==> src/rtl/key_rx_ctrl.sv <==
// Serial key-code receiver: start qualify, mid-bit sampling, 6-nibble code assembly, compare and lockout.
// Optional even-parity bit before the stop bit is enabled by defining KEY_RX_PARITY_EN.
module key_rx_ctrl #(
    parameter int CLKS_PER_BIT = 16,
    parameter int NIBBLES      = 6,
    parameter int TIMEOUT_BITS = 64,
    parameter int MAX_FAIL     = 3,
    parameter int LOCK_CYCLES  = 1024
) (
    input  logic                       clk,
    input  logic                       rst,
    input  logic                       rx_bit_i,
    input  logic                       clear_i,
    input  logic [4*NIBBLES-1:0]       ref_code_i,
    output logic [3:0]                 nibble_o,
    output logic                       nibble_valid_o,
    output logic [4*NIBBLES-1:0]       code_o,
    output logic                       code_valid_o,
    output logic                       match_o,
    output logic                       mismatch_o,
    output logic                       frame_err_o,
    output logic                       timeout_o,
    output logic                       locked_o,
    output logic [$clog2(NIBBLES)-1:0] nib_cnt_o,
    output logic                       busy_o
);

    localparam int CODE_W     = 4 * NIBBLES;
    localparam int CNT_W      = $clog2(CLKS_PER_BIT);
    localparam int NC_W       = $clog2(NIBBLES);
    localparam int IDLE_LIMIT = TIMEOUT_BITS * CLKS_PER_BIT;
    localparam int IDLE_W     = $clog2(IDLE_LIMIT);
    localparam int LOCK_W     = $clog2(LOCK_CYCLES + 1);
    localparam int FAIL_W     = $clog2(MAX_FAIL + 1);

    localparam logic [CNT_W-1:0]  CNT_LAST  = CNT_W'(CLKS_PER_BIT - 1);
    localparam logic [CNT_W-1:0]  CNT_MID   = CNT_W'(CLKS_PER_BIT / 2 - 1);
    localparam logic [IDLE_W-1:0] IDLE_LAST = IDLE_W'(IDLE_LIMIT - 1);
    localparam logic [NC_W-1:0]   NC_LAST   = NC_W'(NIBBLES - 1);
    localparam logic [FAIL_W-1:0] FAIL_LAST = FAIL_W'(MAX_FAIL - 1);
    localparam logic [LOCK_W-1:0] LOCK_LOAD = LOCK_W'(LOCK_CYCLES);

    localparam logic [2:0] S_IDLE   = 3'd0;
    localparam logic [2:0] S_START  = 3'd1;
    localparam logic [2:0] S_DATA   = 3'd2;
    localparam logic [2:0] S_STOP   = 3'd4;
`ifdef KEY_RX_PARITY_EN
    localparam logic [2:0] S_PARITY = 3'd3;

    // Even parity: data bits plus parity bit must hold an even number of ones.
    function automatic logic even_par_err(input logic [3:0] data, input logic par_bit);
        return ^{data, par_bit};
    endfunction
`endif

    logic [1:0]        sync_q;
    logic              rx_s;
    logic              frame_ok_s;
    logic [2:0]        state_q, state_d;
    logic [CNT_W-1:0]  cnt_q, cnt_d;
    logic [1:0]        idx_q, idx_d;
    logic [3:0]        data_q, data_d;
    logic [CODE_W-1:0] buf_q, buf_d;
    logic [NC_W-1:0]   nib_cnt_q, nib_cnt_d;
    logic              done_q, done_d;
    logic [IDLE_W-1:0] idle_cnt_q, idle_cnt_d;
    logic [FAIL_W-1:0] fail_cnt_q, fail_cnt_d;
    logic              locked_q, locked_d;
    logic [LOCK_W-1:0] lock_cnt_q, lock_cnt_d;
    logic [3:0]        nibble_q, nibble_d;
    logic              nibble_valid_q, nibble_valid_d;
    logic [CODE_W-1:0] code_q, code_d;
    logic              code_valid_q, code_valid_d;
    logic              match_q, match_d;
    logic              mismatch_q, mismatch_d;
    logic              frame_err_q, frame_err_d;
    logic              timeout_q, timeout_d;
    logic              busy_q, busy_d;
`ifdef KEY_RX_PARITY_EN
    logic              par_err_q, par_err_d;
`endif

    assign rx_s = sync_q[1];

    // Two-flop synchronizer; resets to the idle (high) line level so reset never looks like a start bit.
    always_ff @(posedge clk or posedge rst) begin
        if (rst) begin
            sync_q <= 2'b11;
        end else begin
            sync_q <= {sync_q[0], rx_bit_i};
        end
    end

    // Next-state logic for the receiver, code assembly, timeout and lockout.
    always_comb begin
        state_d        = state_q;
        cnt_d          = cnt_q;
        idx_d          = idx_q;
        data_d         = data_q;
        buf_d          = buf_q;
        nib_cnt_d      = nib_cnt_q;
        done_d         = 1'b0;
        idle_cnt_d     = idle_cnt_q;
        fail_cnt_d     = fail_cnt_q;
        locked_d       = locked_q;
        lock_cnt_d     = lock_cnt_q;
        nibble_d       = nibble_q;
        nibble_valid_d = 1'b0;
        code_d         = code_q;
        code_valid_d   = 1'b0;
        match_d        = 1'b0;
        mismatch_d     = 1'b0;
        frame_err_d    = 1'b0;
        timeout_d      = 1'b0;
        frame_ok_s     = 1'b0;
`ifdef KEY_RX_PARITY_EN
        par_err_d      = par_err_q;
`endif

        // The lockout timer runs regardless of clear; locked stays high for LOCK_CYCLES clocks.
        if (locked_q) begin
            if (lock_cnt_q == LOCK_W'(1)) begin
                locked_d   = 1'b0;
                lock_cnt_d = '0;
            end else begin
                lock_cnt_d = lock_cnt_q - LOCK_W'(1);
            end
        end else begin
            lock_cnt_d = lock_cnt_q;
        end

        if (clear_i) begin
            state_d    = S_IDLE;
            cnt_d      = '0;
            idx_d      = 2'd0;
            buf_d      = '0;
            nib_cnt_d  = '0;
            idle_cnt_d = '0;
        end else begin
            // Code completes the cycle after the last nibble; while locked the code is dropped.
            if (done_q) begin
                buf_d = '0;
                if (!locked_q) begin
                    code_d       = buf_q;
                    code_valid_d = 1'b1;
                    if (buf_q == ref_code_i) begin
                        match_d    = 1'b1;
                        fail_cnt_d = '0;
                    end else begin
                        mismatch_d = 1'b1;
                        if (fail_cnt_q == FAIL_LAST) begin
                            fail_cnt_d = '0;
                            locked_d   = 1'b1;
                            lock_cnt_d = LOCK_LOAD;
                        end else begin
                            fail_cnt_d = fail_cnt_q + FAIL_W'(1);
                        end
                    end
                end else begin
                    code_d = code_q;
                end
            end else begin
                buf_d = buf_q;
            end

            if ((state_q == S_IDLE) && (nib_cnt_q != '0)) begin
                if (idle_cnt_q == IDLE_LAST) begin
                    timeout_d  = 1'b1;
                    buf_d      = '0;
                    nib_cnt_d  = '0;
                    idle_cnt_d = '0;
                end else begin
                    idle_cnt_d = idle_cnt_q + IDLE_W'(1);
                end
            end else begin
                idle_cnt_d = '0;
            end

            case (state_q)
                S_IDLE: begin
                    if (!rx_s) begin
                        state_d = S_START;
                        cnt_d   = '0;
                    end else begin
                        state_d = S_IDLE;
                    end
                end
                S_START: begin
                    if (cnt_q == CNT_MID) begin
                        cnt_d = '0;
                        idx_d = 2'd0;
                        if (!rx_s) begin
                            state_d = S_DATA;
                        end else begin
                            state_d = S_IDLE;
                        end
                    end else begin
                        cnt_d = cnt_q + CNT_W'(1);
                    end
                end
                S_DATA: begin
                    if (cnt_q == CNT_LAST) begin
                        cnt_d         = '0;
                        data_d[idx_q] = rx_s;
                        if (idx_q == 2'd3) begin
`ifdef KEY_RX_PARITY_EN
                            state_d = S_PARITY;
`else
                            state_d = S_STOP;
`endif
                        end else begin
                            idx_d = idx_q + 2'd1;
                        end
                    end else begin
                        cnt_d = cnt_q + CNT_W'(1);
                    end
                end
`ifdef KEY_RX_PARITY_EN
                S_PARITY: begin
                    if (cnt_q == CNT_LAST) begin
                        cnt_d     = '0;
                        par_err_d = even_par_err(data_q, rx_s);
                        state_d   = S_STOP;
                    end else begin
                        cnt_d = cnt_q + CNT_W'(1);
                    end
                end
`endif
                S_STOP: begin
                    if (cnt_q == CNT_LAST) begin
                        cnt_d   = '0;
                        state_d = S_IDLE;
`ifdef KEY_RX_PARITY_EN
                        frame_ok_s = rx_s & ~par_err_q;
`else
                        frame_ok_s = rx_s;
`endif
                        if (frame_ok_s) begin
                            nibble_d       = data_q;
                            nibble_valid_d = 1'b1;
                            buf_d          = {buf_q[CODE_W-5:0], data_q};
                            if (nib_cnt_q == NC_LAST) begin
                                nib_cnt_d = '0;
                                done_d    = 1'b1;
                            end else begin
                                nib_cnt_d = nib_cnt_q + NC_W'(1);
                            end
                        end else begin
                            frame_err_d = 1'b1;
                            buf_d       = '0;
                            nib_cnt_d   = '0;
                        end
                    end else begin
                        cnt_d = cnt_q + CNT_W'(1);
                    end
                end
                default: begin
                    state_d = S_IDLE;
                    cnt_d   = '0;
                end
            endcase
        end

        busy_d = (state_d != S_IDLE);
    end

    // State and output registers.
    always_ff @(posedge clk or posedge rst) begin
        if (rst) begin
            state_q        <= S_IDLE;
            cnt_q          <= '0;
            idx_q          <= 2'd0;
            data_q         <= 4'd0;
            buf_q          <= '0;
            nib_cnt_q      <= '0;
            done_q         <= 1'b0;
            idle_cnt_q     <= '0;
            fail_cnt_q     <= '0;
            locked_q       <= 1'b0;
            lock_cnt_q     <= '0;
            nibble_q       <= 4'd0;
            nibble_valid_q <= 1'b0;
            code_q         <= '0;
            code_valid_q   <= 1'b0;
            match_q        <= 1'b0;
            mismatch_q     <= 1'b0;
            frame_err_q    <= 1'b0;
            timeout_q      <= 1'b0;
            busy_q         <= 1'b0;
`ifdef KEY_RX_PARITY_EN
            par_err_q      <= 1'b0;
`endif
        end else begin
            state_q        <= state_d;
            cnt_q          <= cnt_d;
            idx_q          <= idx_d;
            data_q         <= data_d;
            buf_q          <= buf_d;
            nib_cnt_q      <= nib_cnt_d;
            done_q         <= done_d;
            idle_cnt_q     <= idle_cnt_d;
            fail_cnt_q     <= fail_cnt_d;
            locked_q       <= locked_d;
            lock_cnt_q     <= lock_cnt_d;
            nibble_q       <= nibble_d;
            nibble_valid_q <= nibble_valid_d;
            code_q         <= code_d;
            code_valid_q   <= code_valid_d;
            match_q        <= match_d;
            mismatch_q     <= mismatch_d;
            frame_err_q    <= frame_err_d;
            timeout_q      <= timeout_d;
            busy_q         <= busy_d;
`ifdef KEY_RX_PARITY_EN
            par_err_q      <= par_err_d;
`endif
        end
    end

    assign nibble_o       = nibble_q;
    assign nibble_valid_o = nibble_valid_q;
    assign code_o         = code_q;
    assign code_valid_o   = code_valid_q;
    assign match_o        = match_q;
    assign mismatch_o     = mismatch_q;
    assign frame_err_o    = frame_err_q;
    assign timeout_o      = timeout_q;
    assign locked_o       = locked_q;
    assign nib_cnt_o      = nib_cnt_q;
    assign busy_o         = busy_q;

endmodule

==> config.mk <==
export PLATFORM = sky130hd
export DESIGN_NAME = key_rx_ctrl
export DESIGN_NICKNAME = d
export VERILOG_FILES = /design/src/rtl/key_rx_ctrl.sv
export SDC_FILE = /design/constraint.sdc
export NUM_CORES = 1
export LEC_CHECK = 0
export ABC_CLOCK_PERIOD_IN_PS = 11200
export CELL_PAD_IN_SITES_DETAIL_PLACEMENT = 2
export CELL_PAD_IN_SITES_GLOBAL_PLACEMENT = 2
export CORE_AREA = 4 4 148 93
export CTS_BUF_LIST = sky130_fd_sc_hd__clkbuf_4 sky130_fd_sc_hd__clkbuf_8
export DETAILED_ROUTE_END_ITERATION = 6
export DIE_AREA = 0 0 152 97
export GPL_ROUTABILITY_DRIVEN = 1
export HOLD_SLACK_MARGIN = 0.12
export PLACE_DENSITY = 0.87
export SYNTH_ARGS = -nofsm -noshare
export SYNTH_HDL_FRONTEND = slang
export SYNTH_SLANG_ARGS = --single-unit
==> constraint.sdc <==
create_clock -name clk -period 11.2 [get_ports clk]
set_clock_uncertainty 0.2 [all_clocks]
set_input_delay 2.24 -clock clk [delete_from_list [all_inputs] [get_ports clk]]
set_output_delay 2.24 -clock clk [all_outputs]
set_load 0.01 [all_outputs]
# --- Yosys cells after proc, flatten, opt, wreduce, memory -nomap -nowiden ---
# Index checks and enable logic that the tools add are counted.
# Widths: inputs -> output; s select.
classes:
  bitwise: 2
  n_eq_ne: 15
  addsub: 6
  magnitude_cmp: 2
  reduce_logical: 11
  muxes: 81
ops:
  columns: ["cell", "n"]
  rows:
  - ["$mux 24", 7]
  - ["$mux 11", 7]
  - ["$mux 1", 36]
  - ["$mux 3", 12]
  - ["$mux 10", 3]
  - ["$eq 24x24->1", 1]
  - ["$mux 4", 4]
  - ["$mux 2", 7]
  - ["$ne 3x3->1 const B", 4]
  - ["$pmux 3 s4", 1]
  - ["$pmux 4 s3", 1]
  - ["$eq 11x1->1 const B", 1]
  - ["$sub 11x1->11 const B", 1]
  - ["$add 10x1->10 const B", 1]
  - ["$eq 10x10->1 const B", 1]
  - ["$reduce_bool 3->1", 3]
  - ["$reduce_and 4->1", 2]
  - ["$eq 3x3->1 const B", 2]
  - ["$reduce_and 3->1", 2]
  - ["$add 2x1->2 const B", 2]
  - ["$add 4x1->4 const B", 1]
  - ["$bwmux 4", 1]
  - ["$eq 2x2->1 const B", 2]
  - ["$eq 4x3->1 const B", 1]
  - ["12 further kinds", 14]
word_totals:
  reg_bits: 102
  wordCells: 138
  output_inout_bits: 39

# --- Longest topological paths before layout ---
logic_depth:
  word_depth: 8
  depth_mapped: 8
  mapped_depth_nobuf: 7

# --- Worst setup path after synthesis ---
# OpenSTA, ideal clock, no wires.
synth_path:
  kind: "input -> register"
  from: "input clear_i"
  to: "register fail_cnt_q[1]"
  stages: 6
  arrival_ps: 3405
  n_path_buf: 3
  setup_slack_ps: 7530
  path_cell_list: "buf_2 or3b_2 clkbuf_1 buf_2 a211oi_1 a22o_1"
synth_between:
  elab_chain_cells: 2
synth_lines:
  columns: ["item", "line", "text"]
  rows:
  - ["start: declaration", "13", "input logic clear_i,"]
  - ["$not 1->1 (no line)", null, null]
  - ["$reduce_and 3->1 (no line)", null, null]
  - ["end signal: assignment", "302", "fail_cnt_q <= fail_cnt_d;"]
  - ["end: declaration", "67", "logic [FAIL_W-1:0] fail_cnt_q, fail_cnt_d;"]
# No other way between the ends.
# A chain may end at the register's enable or synchronous reset.

# --- Final worst setup path ---
layout_path:
  from: "input clear_i"
  to: "register code_q[21], in the netlist code_o[21]"
layout_between:
  elab_chain_cells: 2
layout_lines:
  columns: ["item", "line", "text"]
  rows:
  - ["$not 1->1 (no line)", null, null]
  - ["$reduce_and 3->1 (no line)", null, null]
  - ["end signal: assignment", "307", "code_q <= code_d;"]
  - ["end: declaration", "72", "logic [CODE_W-1:0] code_q, code_d;"]
# No other way between the ends.

==> results.cfg <==
[die]
fp.dieW_microns = 152
num_rows = 32
die_y_microns = 97
core-area_sq_um = 12490
initial_core_util = 0.3781
dieArea_sq_um = 14740
boundaryPins = 67

[final_layout]
nets = 554
final_core_util = 0.4615
area_delta_synth_final_pct = 22.07
antenna_cells = 0
drive_gt1_frac = 0.08046

[clock_tree]
cts.clk_slew.worst_paths_ns = 0.10
numCtsBuffers = 9
cts_tree = yes
postCtsSetupRepairBufs = 0
postCtsHoldBufs = 0
cts_resized = 0
h-tree-depth = 3
clk_root_buffer_cell = clkbuf_8
cts_sinks = 102
cts_buffer_depth = 2
insertion_delay_ns = 0.37

[synthesis]
syn_avg_cell_area_sq_um = 10.36
synth_top_area_cell = dfrtp_1
synth.cell_area_sq_um = 4723
netlist.area_leader.share = 0.5298
async_flop_share = 1.000
synthTopCellsByCount = dfrtp_1 (100), nand2_1 (100), nor2_1 (35)
synth_edf_count = 0
ys_seq_elements = 102
synth_warnings = 0
synthTopCellsByArea = dfrtp_1 (53%), nand2_1 (7.9%), xnor2_1 (5.0%), a22o_1 (4.8%), nor2_1 (2.8%)
synthCells = 456
synth_nets = 492
ys_seq_area_frac = 0.5409
synth-main-ff-cell = dfrtp_1
ys_types = 56

[sta]
period_share = 0.4317
tightest_slew_ns = 0.9066
clock.fmax_ghz = 0.2068
holdWs_ns = 0.1630
tns_ns = 0
min_period_ns = 4.835
setup-violations-final = 0
setup_ws_ns = 6.365
rsz0062_at_grt = no
max_slew_margin = 0.3950
hold_viol = 0
finalMaxSlewViolations = 0

[worst_setup_path]
cp-end-kind = flop
cp.arrival_ns = 4.95
critPathMaxFanout = 31
required_ns = 11.32
cp-start-kind = input pin
slowest_stage = clkdlybuf4s50_1
critPathMostFrequentCell = nand2_1
max_stage_delay_ns = 0.80
crit_chain = clkdlybuf4s50_1 -> or3b_2 -> buf_4 -> inv_1 -> nand2_1 -> nand2_1
path_class = input pin to flop

[routing]
wl_met1_mm = 6.952
num_vias = 3707
drtIter0Drc = 146
wl_met2_mm = 7.384
viasPerCell = 5.357
avgRoutedWirePerCell_microns = 21.54
drc_errors = 0
wirelength_mm = 14.90
drtPass1Iterations = 4
top_layer = met4
routed-wl-met3_microns = 439
ant_nets = 0

[grt]
track_usage = 0.2099
grt_pass1_wl_mm = 24.57
overflow = 0
grt_max_degree = 60
grt_pass1_vias = 4156
antenna_found_initial = 0

[power_and_ir_drop]
powerDensity_nw_per_um2 = 122.6
p_leak_nw = 2.545
vdd_drop_max_uv = 66.07

[hold_path]
min_path_type = flop to flop

[placed_design]
numPortBuffers = 66
dp_slack_ns = 6.025
dp_hpwl_mm = 10.14
place_congestion = 0.7882

[run]
maxCapViolCount = 0

[outcome]
run_status = completed
-- metrics by stage --
stage	instance area, sq um	std cells	power, W
final	5766	692	0.0007070
after global routing	5766	692	0.0007353
after CTS	5766	692	0.0007137
after detailed placement	5508	677	0.0004116
after global placement	5508	677	0.0004101
after floorplan	4723	456	0.0003947
-- cells by family after synthesis --
group | after synthesis | synth area share
AND/OR/NAND/NOR | 207 | 0.2148
flip-flops | 102 | 0.5409
multiplexers | 11 | 0.02490
adder cells (fa/ha/maj) | 8 | 0.02119
AO/OA/AOI/OAI | 66 | 0.1015
buffers and inverters | 29 | 0.03550
XOR/XNOR | 33 | 0.06119
-- layout by cell type, fill, tap and decap left out, drive strengths merged, types with 2 or more instances in the layout --
cell	instances
xor2	6
or3	7
ha	8
a211oi	2
bufinv	4
or3b	2
mux2	6
and4	2
buf	3
nand4	9
o21ai	7
nand2b	5
nor3	15
mux2i	5
a21oi	16
nand2	100
dfstp	2
a31oi	3
nor3b	4
xnor2	27
and3	5
and4b	2
a22oi	2
nor2	36
clkdlybuf4s50	66
nor4	2
a22o	26
clkinv	2
inv	11
clkbuf	9
dfrtp	100
or2	3
nand3	10
-- worst paths after layout --
path | startpoint | end | slack, ns | cells past startpoint
worst min-delay path | sync_q[0] | sync_q[1] | 0.16 | 0
max in group asynchronous | rst | lock_cnt_q[2] | 7.52 | 3
worst max register to register | locked_o | code_o[21] | 8.61 | 5
worst max-delay path | clear_i | code_o[21] | 6.37 | 6
worst min register to register | sync_q[0] | sync_q[1] | 0.16 | 0
min in group asynchronous | rst | idle_cnt_q[2] | 2.08 | 2
-- metal layers --
| layer | GRT usage | vias up |
|---|---|---|
| li1 | - | 1689 |
| met1 | 0.2946 | 1941 |
| met2 | 0.3445 | 68 |
| met3 | 0.03755 | 9 |
| met4 | 0.04075 | 0 |
| met5 | 0 | - |
-- critical path, delay by kind of cell --
family / cells / cell delay [ns]
buffers and inverters: 3 / 1.77
AND/OR/NAND/NOR: 3 / 0.90
-- power by group --
group / internal [W] / total (W) / switching [W]
Combinational: 0.0000147 / 0.0000326 / 0.0000180
Clock: 0.000170 / 0.000303 / 0.000133
Sequential: 0.000370 / 0.000371 / 0.00000189
Total: 0.000555 / 0.000707 / 0.000152
-- flip-flops by register name (all words and copies together) (netlist names) --
signal / count
data_q: 4
locked_o: 1
sync_q: 2
frame_err_o: 1
match_o: 1
timeout_o: 1
nib_cnt_o: 3
busy_o: 1
code_valid_o: 1
nibble_o: 4
cnt_q: 4
fail_cnt_q: 2
state_q: 3
code_o: 24
done_q: 1
nibble_valid_o: 1
idx_q: 2
buf_q: 24
idle_cnt_q: 10
lock_cnt_q: 11
mismatch_o: 1
-- final cells by class --
type / count / area, sq um
fillers: 1318 / 6726
flip-flops and latches: 102 / 2555
multi-input cells: 325 / 2001
repair buffers: 69 / 683.2
well taps: 170 / 212.7
clock inverters: 6 / 133.9
clock buffers: 9 / 123.9
inverters: 11 / 56.30
Power figures use the tool's default switching activity.
==> edit 1: new RTL, same settings <==
Set the parameter `NIBBLES` to 8 (it was 6).
--- a/src/rtl/key_rx_ctrl.sv
+++ b/src/rtl/key_rx_ctrl.sv
@@ -2,7 +2,7 @@
 // Optional even-parity bit before the stop bit is enabled by defining KEY_RX_PARITY_EN.
 module key_rx_ctrl #(
     parameter int CLKS_PER_BIT = 16,
-    parameter int NIBBLES      = 6,
+    parameter int NIBBLES      = 8,
     parameter int TIMEOUT_BITS = 64,
     parameter int MAX_FAIL     = 3,
     parameter int LOCK_CYCLES  = 1024
Ports: changed (resized code_o and ref_code_i); port bits go from 67 to 83. No check against the original RTL was run, so the function may have changed too.
==> edit 1 against the original RTL <==
  * Worst setup slack worse by 0.027 ns
  * Area after synthesis rose by 16%
  * Synthesized cell count is 16% higher
  * Die area is the same
  * Routed wire length rose by 46%
  * Non-clock buffer count up 17
  * Power increased by 32%
  * Core utilization is 8.8 points higher
  * Design area up 19%
  * Combinational power up 29%
  * Sequential cell count grew 16
  * Critical endpoint unchanged
==> edit 1: results (changes against the original RTL) <==
outcome:
  outcome: "finished clean"
final_layout:
  inverters: 15  # +4
  multiInputGateArea_mm2: 0.002337  # +17%
  layout.nets: 657  # +19%
  fin_cells: 793  # +15%
  clock_area_frac: 0.06561  # +0.02090
placement:
  gp_congestion: 0.8125  # +3.1%
  placed_cells: 761  # +12%
  io_buffers: 82  # +24%
  dpl_cell_area_mm2: 0.006415  # +16%
pwr:
  p_leak_uw: 0.003121  # +23%
route:
  firstDrtPassIters: 5  # +1
  wire_per_inst_um: 27.43  # +27%
  detailroute.via_count: 4652  # +25%
yosys:
  synth_fp_nets: 575  # +17%
  synthXorXnorAreaFrac: 0.06720  # +0.006008
  synth.distinct_cells: 60  # +7.1%
  syn-instance-count: 528  # +16%
  yosys-top-cells-area: "dfrtp_1 (53%), nand2_1 (8.4%), a22o_1 (5.6%)"
  ys_seq_area_frac: 0.5399  # -0.001041
global_routing:
  grt_use_total: 0.3058  # +0.09591
  grtUsageMet1: 0.3915  # +0.09688
  grt_max_degree: 63  # +5.0%
  grt_pass1_vias: 5267  # +27%
clocking:
  cts.htree.levels: 4  # +1
  clk_latency_ns: 0.45  # +0.08 ns
setup_path:
  path_max_fanout: 37  # +19%
  crit_arrival_ns: 5.04  # +0.09 ns
timing:
  worst_pin_slew_ns: 1.097  # +0.1900 ns
edit 1: cell count changes in the layout (fill, tap and decap cells not counted), sizes merged, moves of 9 or more:
cell / delta
nand2: +23
clkdlybuf4s50: +16
dfrtp: +16
clkbuf: +10
a21oi: -9
a22o: +9
o21ai: +9
edit 1: final timing paths:
path | startpoint | endpoint | slack (ns) | depth (start not counted)
setup / recovery | clear_i | code_o[21] | 6.34 | 6
hold / removal | sync_q[0] | sync_q[1] | 0.17 | 0
setup reg to reg | locked_o | code_o[21] | 8.17 | 6
hold reg to reg | sync_q[0] | sync_q[1] | 0.17 | 0
max in group asynchronous | rst | buf_q[20] | 7.41 | 3
min in group asynchronous | rst | code_o[23] | 2.07 | 2
edit 1: cells by family (layout without fill, tap and decap cells):
group	count (synthesis)	count (layout)
multiplexers	9	9
adder cells (fa/ha/maj)	11	11
XOR/XNOR	42	42
AO/OA/AOI/OAI	78	78
AND/OR/NAND/NOR	232	232
flip-flops	118	118
buffers and inverters	38	133
edit 1: power by group through the flow:
| stage | sequential, uW | combinational, uW | clock, uW |
|---|---|---|---|
| 2_1_floorplan | 437 | 20.1 | 0 |
| 3_3_place_gp | 438 | 38.5 | 0 |
| 3_5_place_dp | 438 | 40.4 | 0 |
| 4_1_cts | 430 | 42.4 | 466 |
| 5_1_grt | 430 | 45.5 | 491 |
| 6_report | 430 | 42.0 | 461 |
edit 1: per-layer routing:
layer / wire [um] / vias to the layer above
li1: - / 1975
met1: 9222 / 2451
met2: 10920 / 186
met3: 1148 / 40
met4: 454 / 0
met5: 0 / -
edit 1: worst max-delay path: cells and delay by family:
| family | cells | cell delay [ns] |
|---|---|---|
| buffers and inverters | 3 | 2.00 |
| AND/OR/NAND/NOR | 3 | 0.80 |
==> edit 2: new RTL, same settings <==
Without the edit above. Reset style: synchronous (`rst`), changed in 2 clocked blocks.
--- a/src/rtl/key_rx_ctrl.sv
+++ b/src/rtl/key_rx_ctrl.sv
@@ -83,7 +83,7 @@
     assign rx_s = sync_q[1];
 
     // Two-flop synchronizer; resets to the idle (high) line level so reset never looks like a start bit.
-    always_ff @(posedge clk or posedge rst) begin
+    always_ff @(posedge clk) begin
         if (rst) begin
             sync_q <= 2'b11;
         end else begin
@@ -265,7 +265,7 @@
     end
 
     // State and output registers.
-    always_ff @(posedge clk or posedge rst) begin
+    always_ff @(posedge clk) begin
         if (rst) begin
             state_q        <= S_IDLE;
             cnt_q          <= '0;
Function: differs if rst is asserted again (counterexample within 4 cycles, from zero or initial values and one cycle with rst high); with rst held inactive, the same outputs for 4 cycles.
==> edit 2 against the original RTL <==
  * Critical path depth fell by 2
  * First-iteration DRC count fell by 7.5%
  * Final cell count rose by 2.9%
  * Worst setup slack improved by 0.44 ns
  * Combinational power fell by 19%
  * Sequential cell count did not move
  * Routed wire length fell by 5.1%
  * Design area fell by 6.6%
  * Area after synthesis fell by 8.2%
  * Die area did not move
  * Power fell by 5.2%
  * Sequential share of layout area fell by 6.4 points
  * Largest cell class is now multi-input gates
==> edit 2: results (changes against the original RTL) <==
route:
  firstDrtPassIters: 5  # +1
  routed_wl_um: 14140  # -5.1%
  wire_per_inst_um: 19.85  # -7.8%
  via_per_inst: 5.357  # about the same
  drt_iter0_drc: 135  # -7.5%
  wl_met2_um: 6920  # -6.3%
  wl_met1_um: 6776  # -2.5%
global_routing:
  use_met3: 0.04470  # +0.007152
  grt_pass1_vias: 4300  # +3.5%
  met2_usage: 0.3305  # -0.01398
  grt_max_degree: 48  # -20%
placement:
  dp_hpwl_um: 10220  # +0.77%
  dpl_cell_area_mm2: 0.005139  # -6.7%
  placed_cells: 696  # +2.8%
  gp_congestion: 0.8149  # +3.4%
  place_ws_ns: 6.423  # +0.3980 ns
final_layout:
  layout-drive-gt1-share: 0.06458  # -0.01588
  layout.nets: 573  # +3.4%
  fillCellCount: 1365  # +3.6%
yosys:
  synthXorXnorAreaFrac: 0.07071  # +0.009515
  synth_fp_nets: 516  # +4.9%
  yosys-top-cells-count: "dfxtp_1 (102), nand2_1 (71), a21oi_1 (36)"
  ys_seq_area_frac: 0.4710  # -0.06993
  synthArstFlopShare: 0  # -1.000
  synth_fa_ha_area_frac: 0.02309  # +0.001896
pwr:
  ir_worst_vdd_v: 0.00005332  # -19%
setup_path:
  crit_arrival_ns: 4.48  # -0.47 ns
  max_stage_delay_ns: 0.89  # +0.09 ns
outcome:
  outcome: "finished clean"
## edit 2: path summary, 6_finish.rpt
path	startpoint	end	slack, ns	cells past startpoint
worst max register to register	lock_cnt_q[0]	lock_cnt_q[4]	8.78	6
worst min-delay path	sync_q[0]	sync_q[1]	0.22	1
worst max-delay path	clear_i	fail_cnt_q[1]	6.80	4
worst min register to register	sync_q[0]	sync_q[1]	0.22	1
## edit 2: cell type report
class	count	area (um2)	share of cell area
clock buffer	9	123.9	0.02301
multi-input combinational	341	2148	0.3991
timing repair buffer	69	683.2	0.1269
sequential	102	2042	0.3794
inverter	14	52.55	0.009763
tap	170	212.7	0.03952
clock inverter	7	120.1	0.02232
## edit 2: power by group
part | total [uW] | leakage, uW | switching (uW) | internal (uW)
Sequential | 364 | 0.000822 | 0.845 | 363
Combinational | 26.5 | 0.000866 | 13.0 | 13.5
Clock | 280 | 0.000120 | 131 | 149
